`config.mk`:
```
export PLATFORM = sky130hd
export DESIGN_NAME = hadd_exerciser
export DESIGN_NICKNAME = d
export VERILOG_FILES = /design/src/rtl/hadd_exerciser.sv
export SDC_FILE = /design/constraint.sdc
export NUM_CORES = 1
export LEC_CHECK = 0
export BUFFER_PORTS_ARGS = -buffer_cell sky130_fd_sc_hd__buf_2
export CAP_MARGIN = 10
export CORE_ASPECT_RATIO = 0.7
export CORE_MARGIN = 4
export CORE_UTILIZATION = 30
export DETAILED_ROUTE_END_ITERATION = 10
export GPL_TIMING_DRIVEN = 1
export SYNTH_ARGS = -nofsm -noshare
export SYNTH_HDL_FRONTEND = slang
export SYNTH_SLANG_ARGS = --single-unit
```
`constraint.sdc`:
```
create_clock -name clk -period 4.5 [get_ports clk]
set_input_delay 0.45 -clock clk [delete_from_list [all_inputs] [get_ports clk]]
set_output_delay 0.45 -clock clk [all_outputs]
set_load 0.01 [all_outputs]
```
`src/rtl/hadd_exerciser.sv`:
```
// Stimulus generator and checker for an external half-adder board: steps {a,b} through
// 00..11, samples the returned sum/carry, and reports on LEDs. Option: HADD_EX_FIRST_FAIL_EN.
module hadd_exerciser #(
  parameter int unsigned PRESCALE_W    = 16,
  parameter int unsigned TICK_COUNT    = 91,
  parameter int unsigned SETTLE_CYCLES = 4
) (
  input  logic       clk,
  input  logic       reset,
  input  logic       run,
  input  logic       in_sum,
  input  logic       in_carry,
  output logic       out_a,
  output logic       out_b,
  output logic [1:0] step_led,
  output logic       pass_led,
  output logic       fail_led,
  output logic [7:0] err_count
`ifdef HADD_EX_FIRST_FAIL_EN
  ,
  output logic [3:0] first_fail
`endif
);

  localparam int unsigned Stage2W = (TICK_COUNT < 1) ? 1 : $clog2(TICK_COUNT + 1);
  localparam logic [Stage2W-1:0] TickLast   = Stage2W'(TICK_COUNT);
  localparam logic [7:0]         SettleLast = 8'(SETTLE_CYCLES - 1);

  typedef enum logic [1:0] {StDrive, StSettle, StSample, StHold} state_e;

  // Input synchronisers: always running so the board lines stay tracked while frozen.
  logic sum_s1_q, sum_s2_q, carry_s1_q, carry_s2_q;

  always_ff @(posedge clk) begin
    if (!reset) begin
      sum_s1_q   <= 1'b0;
      sum_s2_q   <= 1'b0;
      carry_s1_q <= 1'b0;
      carry_s2_q <= 1'b0;
    end else begin
      sum_s1_q   <= in_sum;
      sum_s2_q   <= sum_s1_q;
      carry_s1_q <= in_carry;
      carry_s2_q <= carry_s1_q;
    end
  end

  logic [PRESCALE_W-1:0] presc_q, presc_d;
  logic [Stage2W-1:0]    stage2_q, stage2_d;
  logic                  tick_q, tick_d;
  state_e                state_q, state_d;
  logic [7:0]            settle_q, settle_d;
  logic [1:0]            vec_q, vec_d;
  logic                  a_q, a_d, b_q, b_d;
  logic                  sweep_ok_q, sweep_ok_d;
  logic                  pass_q, pass_d;
  logic                  fail_q, fail_d;
  logic [7:0]            err_q, err_d;
  logic                  mismatch;
`ifdef HADD_EX_FIRST_FAIL_EN
  logic [3:0]            first_fail_q, first_fail_d;
`endif

  assign mismatch = (sum_s2_q != (a_q ^ b_q)) || (carry_s2_q != (a_q & b_q));

  always_comb begin
    presc_d    = presc_q;
    stage2_d   = stage2_q;
    tick_d     = tick_q;
    state_d    = state_q;
    settle_d   = settle_q;
    vec_d      = vec_q;
    a_d        = a_q;
    b_d        = b_q;
    sweep_ok_d = sweep_ok_q;
    pass_d     = pass_q;
    fail_d     = fail_q;
    err_d      = err_q;
`ifdef HADD_EX_FIRST_FAIL_EN
    first_fail_d = first_fail_q;
`endif

    // With run low everything above simply holds, including a pending tick.
    if (run) begin
      presc_d = presc_q + PRESCALE_W'(1);
      tick_d  = 1'b0;
      if (&presc_q) begin
        if (stage2_q == TickLast) begin
          stage2_d = '0;
          tick_d   = 1'b1;
        end else begin
          stage2_d = stage2_q + Stage2W'(1);
        end
      end

      unique case (state_q)
        StDrive: begin
          a_d      = vec_q[1];
          b_d      = vec_q[0];
          settle_d = 8'd0;
          if (vec_q == 2'd0) sweep_ok_d = 1'b1;
          state_d  = StSettle;
        end
        StSettle: begin
          settle_d = settle_q + 8'd1;
          if (settle_q == SettleLast) state_d = StSample;
        end
        StSample: begin
          if (mismatch) begin
            fail_d     = 1'b1;
            pass_d     = 1'b0;
            sweep_ok_d = 1'b0;
            if (err_q != 8'hff) err_d = err_q + 8'd1;
`ifdef HADD_EX_FIRST_FAIL_EN
            if (!fail_q) first_fail_d = {a_q, b_q, sum_s2_q, carry_s2_q};
`endif
          end else if (vec_q == 2'd3 && sweep_ok_q && !fail_q) begin
            pass_d = 1'b1;
          end
          state_d = StHold;
        end
        StHold: begin
          // Ticks outside HOLD are lost; that vector just lasts an extra period.
          if (tick_q) begin
            vec_d   = vec_q + 2'd1;
            state_d = StDrive;
          end
        end
        default: state_d = StDrive;
      endcase
    end
  end

  always_ff @(posedge clk) begin
    if (!reset) begin
      presc_q    <= '0;
      stage2_q   <= '0;
      tick_q     <= 1'b0;
      state_q    <= StDrive;
      settle_q   <= 8'd0;
      vec_q      <= 2'd0;
      a_q        <= 1'b0;
      b_q        <= 1'b0;
      sweep_ok_q <= 1'b0;
      pass_q     <= 1'b0;
      fail_q     <= 1'b0;
      err_q      <= 8'd0;
`ifdef HADD_EX_FIRST_FAIL_EN
      first_fail_q <= 4'd0;
`endif
    end else begin
      presc_q    <= presc_d;
      stage2_q   <= stage2_d;
      tick_q     <= tick_d;
      state_q    <= state_d;
      settle_q   <= settle_d;
      vec_q      <= vec_d;
      a_q        <= a_d;
      b_q        <= b_d;
      sweep_ok_q <= sweep_ok_d;
      pass_q     <= pass_d;
      fail_q     <= fail_d;
      err_q      <= err_d;
`ifdef HADD_EX_FIRST_FAIL_EN
      first_fail_q <= first_fail_d;
`endif
    end
  end

  assign out_a     = a_q;
  assign out_b     = b_q;
  assign step_led  = {a_q, b_q};
  assign pass_led  = pass_q;
  assign fail_led  = fail_q;
  assign err_count = err_q;
`ifdef HADD_EX_FIRST_FAIL_EN
  assign first_fail = first_fail_q;
`endif

endmodule

```
; ---- Word level (Yosys, flattened, before mapping)
; Cells that the tools add are included.
[word_totals]
word_cells = 67
in_bits = 5
regBits = 53
output_inout_bits = 14
[classes]
reduce_logical = 19
eq_ne = 13
bitwise = 2
n_mux = 12
n_addsub = 5
[op_table]
columns = op, n
row1 = $reduce_and 17->1, 1
row2 = $add 16x1->16 const B, 1
row3 = $add 8x1->8 const B, 2
row4 = $pmux 8 s2, 1
row5 = $reduce_and 16->1, 1
row6 = $reduce_and 3->1, 4
row7 = $eq 8x2->1 const B, 1
row8 = $ne 2x2->1 const B, 4
row9 = $ne 8x8->1 const B, 1
row10 = $pmux 2 s4, 1
row11 = $reduce_and 4->1, 2
row12 = $add 7x1->7 const B, 1
row13 = $eq 7x7->1 const B, 1
row14 = $mux 7, 1
row15 = $eq 2x2->1 const B, 3
row16 = $mux 1, 6
row17 = $reduce_bool 2->1, 3
row18 = $logic_not 2->1, 2
row19 = $mux 2, 2
row20 = $reduce_and 2->1, 2
row21 = $add 2x1->2 const B, 1
row22 = $eq 2x1->1 const B, 1
row23 = $logic_and 1x1->1, 2
row24 = $ne 1x1->1, 2
row25 = 5 further kinds, 5

; ---- Logic depth before layout (Yosys ltp)
[logic_depth]
depth_word = 5
depth_mapped = 7
mapped_depth_nobuf = 6

; ---- Worst setup path before layout
; No wires, ideal clock.
[synth_timing]
kind = register to register
from = reg a_q (netlist: out_a)
to = reg err_q[4] (netlist: err_count[4])
t_arrival_ns = 1.737
setup_ns = 0.070
required_time_ns = 4.430
slack_ns = 2.693
stages_incl_launch_ff = 6
synth_period_minus_slack_ns = 1.807
path_buffers = 0
cell_sequence = dfxtp_1 -> ha_1 -> xor2_1 -> o211ai_1 -> or4_1 -> a21oi_1
[synth_via]
elab_chain_cells = 4
word_cells_on_any_way = 6
cone_classes = eq/ne (2) / bitwise (2) / reduce/logical (2)
[synth_rtl]
columns = item, line
row1 = "start, declared", 54  ; logic a_q, a_d, b_q, b_d;
row2 = "start signal, assigned", 142  ; a_q <= 1'b0;
row3 = "start signal, assigned", 158  ; a_q <= a_d;
row4 = $xor 1x1->1 / $and 1x1->1 (equally long branches), 64  ; assign mismatch = (sum_s2_q != (a_q ^ b_q)) || (carry_s2_q != (a_q & b_q));
row5 = $ne 1x1->1, 64
row6 = $logic_or 1x1->1 (*), 64
row7 = $reduce_and 4->1 (no source line) (*), n/a
row8 = "end signal, assigned", 163  ; err_q <= err_d;
row9 = "end, declared", 58  ; logic [7:0] err_q, err_d;
; Mark *: on every way between the ends. The rest lies on a longest branch, timed or not.
; A chain may end at the register's enable or synchronous reset.

; ---- Worst setup path in the final report
[layout_timing]
from = in run
to = reg stage2_q[0]
[layout_via]
elab_chain_cells = 1
[layout_rtl]
columns = item, line
row1 = "start, declared", 10  ; input logic run,
row2 = $reduce_and 17->1 (no source line), n/a
row3 = "end signal, assigned", 153  ; stage2_q <= stage2_d;
row4 = "end, declared", 49  ; logic [Stage2W-1:0] stage2_q, stage2_d;
; No other way between the ends.

==> reports/results.txt <==
Reg clk slew, reported paths: 0.07 ns
crit path capture type: flip-flop
fin util: 0.359
first-pass GRT wire length: 8850 µm
hold_buf cts: 0
Core Footprint: 8070 µm²
Final period util: 0.466
number of setup buffers added after CTS: 0
Main synth FF type: dfxtp_1
Final Cell Area: 2900 µm²
residual DRC count: 0
Die Wd: 118 µm
die footprint: 10100 µm²
maximum clock insertion buffer count: 2
GP Congestion: 0.768
Area Growth Syn to Fin: 13.1%
Setup TNS Final: 0 ns
Net Count, Synth: 313
Worst Hold Path Cells: 2
Synth area leader: dfxtp_1
Data arrival, critical path: 2.31 ns
CP Max Fanout: 23
net switching power: 227 µW
share of layout cells above drive strength 1: 0.0974
sequential share of the synthesized area: 0.414
DR pass1 iterations: 4
worst r2r src: out_a$_SDFFE_PN0P_
Sw Share: 0.216
Comb power frac: 0.068
total grt overflow: 0
most frequent cells in the layout: dfxtp_1 (53), nor2_1 (33), nand2_1 (28)
initial antenna violation count: 0
Synth Register Bits: 53
LEAKAGE: 1.06 nW
top cell type's share of synthesized area: 0.414
number of top-level pins: 19
routed vias: 2077
gr usage total: 0.106
TritonCTS buffer count: 5
dpl hpwl: 3540 µm
Reg2Reg Depth: 5
max-cap violation count: 0
Antenna Cells: 0
asr flop ratio synth: 0
DIE HEIGHT: 85.3 µm
mapped cell area: 2560 µm²
number of global-route vias before repair: 1908
Placed Area: 2710 µm²
Yosys cell types: 38
pre-CTS setup slack: 2.13 ns
CP required: 4.71 ns
Clock Sinks: 53
Final Max Tran Viols: 0
largest net degree at the start of global routing: 33
Vias/cell: 5.08
Post-Route WL: 5040 µm
post-CTS sizing: 0
CP startpoint: run
PnR worst setup slack: 2.40 ns
most common cell after layout, fill and taps aside: dfxtp_1
Internal: 822 µW
fraction of power consumed by sequential logic: 0.466
HP Start: in_carry
status: finished, final reports clean
Critical Path Source Type: input pin
# port buffers: 18
largest cells by area after synthesis: dfxtp_1 (41%), ha_1 (5.4%), nor2_1 (4.8%)
1st-iter DRT viols: 125
Mapped Cells: 297
Final Setup Violations: 0
worst clock skew: 0.00221 ns
Post-synth EDFFs: 0
Worst-Skew Late Latency: 0.29 ns
Clock power frac: 0.465
Worst-Margin Slew: 1.05 ns
Root Buffer: clkbuf_16
Worst Hold Class: in2reg
P per Cell Area: 362 nW/µm²
CTS tree: built
synthesized area per cell: 8.63 µm²
post-DR wirelength/cell: 12.3 µm
Synthesis Warnings: 0
Slew HR: 0.301
fin nets: 323
Fin. Hold Viols: 0
Setup Crit Path Kind: in2reg
min Tclk post-route: 2.10 ns
RSZ-0062 raised after global routing: no
Starting Density: 0.317
Max Freq: 477 MHz
# H-tree levels: 2
VDD IR-drop max: 165 µV
FP Rows: 27
ANT nets after route: 0
## synthesized netlist by cell type, types with 3 or more instances
library cell,number
a21oi_1,16
buf_4,3
nor3_1,6
inv_1,12
clkbuf_1,10
o21ai_0,11
mux2i_1,10
o21a_1,3
xnor2_1,8
o31ai_1,4
nand2b_1,6
ha_1,11
nand2_1,28
o211ai_1,6
nand4_1,12
and2_1,5
o41ai_1,4
nor2_1,33
dfxtp_1,53
nand3_1,13
and4_1,5
xor2_1,10
or4_1,5
## stage by stage
| stage | power (mW) | std cells | hold WS, ns |
|---|---|---|---|
| after global placement | 0.571 | 401 | 0.419 |
| after floorplan | 0.555 | 297 | 0.412 |
| after detailed placement | 0.572 | 401 | 0.421 |
| after global routing | 1.09 | 409 | 0.366 |
| final | 1.05 | 409 | 0.361 |
| after CTS | 1.06 | 409 | 0.355 |
## power groups by stage
stage	Clock (mW)	Combinational (mW)	Sequential, mW
final	0.488	0.0715	0.489
after global placement	0	0.0718	0.499
after global routing	0.521	0.0831	0.490
after CTS	0.502	0.0728	0.489
after floorplan	0	0.0574	0.497
after detailed placement	0	0.0727	0.499
## per-layer routing
layer | GRT usage | vias up | routed length, µm
li1 | - | 1078 | -
met3 | 0.0353 | 8 | 238
met4 | 0.0347 | 0 | 67
met5 | 0 | - | 0
met2 | 0.161 | 44 | 2010
met1 | 0.142 | 947 | 2720
## state kept, by name (all words and copies together) (netlist names), 2 cells and up
| register | flops |
|---|---|
| stage2_q | 7 |
| presc_q | 16 |
| err_count | 8 |
| state_q | 2 |
| vec_q | 2 |
| settle_q | 8 |
## layout make-up
class | count | area [µm²]
clock inverter | 3 | 65.1
timing repair buffer | 18 | 90.1
sequential | 53 | 1060
inverter | 12 | 45.0
fill | 824 | 5170
multi-input combinational | 217 | 1390
tap | 101 | 126
clock buffer | 5 | 125
## critical path, cell delays in order
cell	delay, ns
buf_2	0.33
and4_1	0.42
nand4_2	0.35
or4_1	0.60
a21oi_1	0.14
## cell families (layout without fill, tap and decap cells)
| kind of cell | count (synthesis) | count (layout) | share of synthesized area |
|---|---|---|---|
| XOR/XNOR | 18 | 18 | 0.0615 |
| buffers and inverters | 27 | 38 | 0.0449 |
| flip-flops | 53 | 53 | 0.414 |
| adder cells (fa/ha/maj) | 11 | 11 | 0.0537 |
| AO/OA/AOI/OAI | 52 | 52 | 0.130 |
| AND/OR/NAND/NOR | 126 | 126 | 0.256 |
| multiplexers | 10 | 10 | 0.0391 |
## final timing paths
kind / slack (ns) / endpoint
worst min register to register: 0.44 / carry_s2_q$_SDFF_PN0_
worst min-delay path: 0.36 / carry_s1_q$_SDFF_PN0_
worst max-delay path: 2.40 / stage2_q[0]$_SDFFE_PN0P_
worst max register to register: 2.43 / err_count[4]$_SDFFE_PN0P_
No activity file was read; power rests on OpenSTA's default activity.
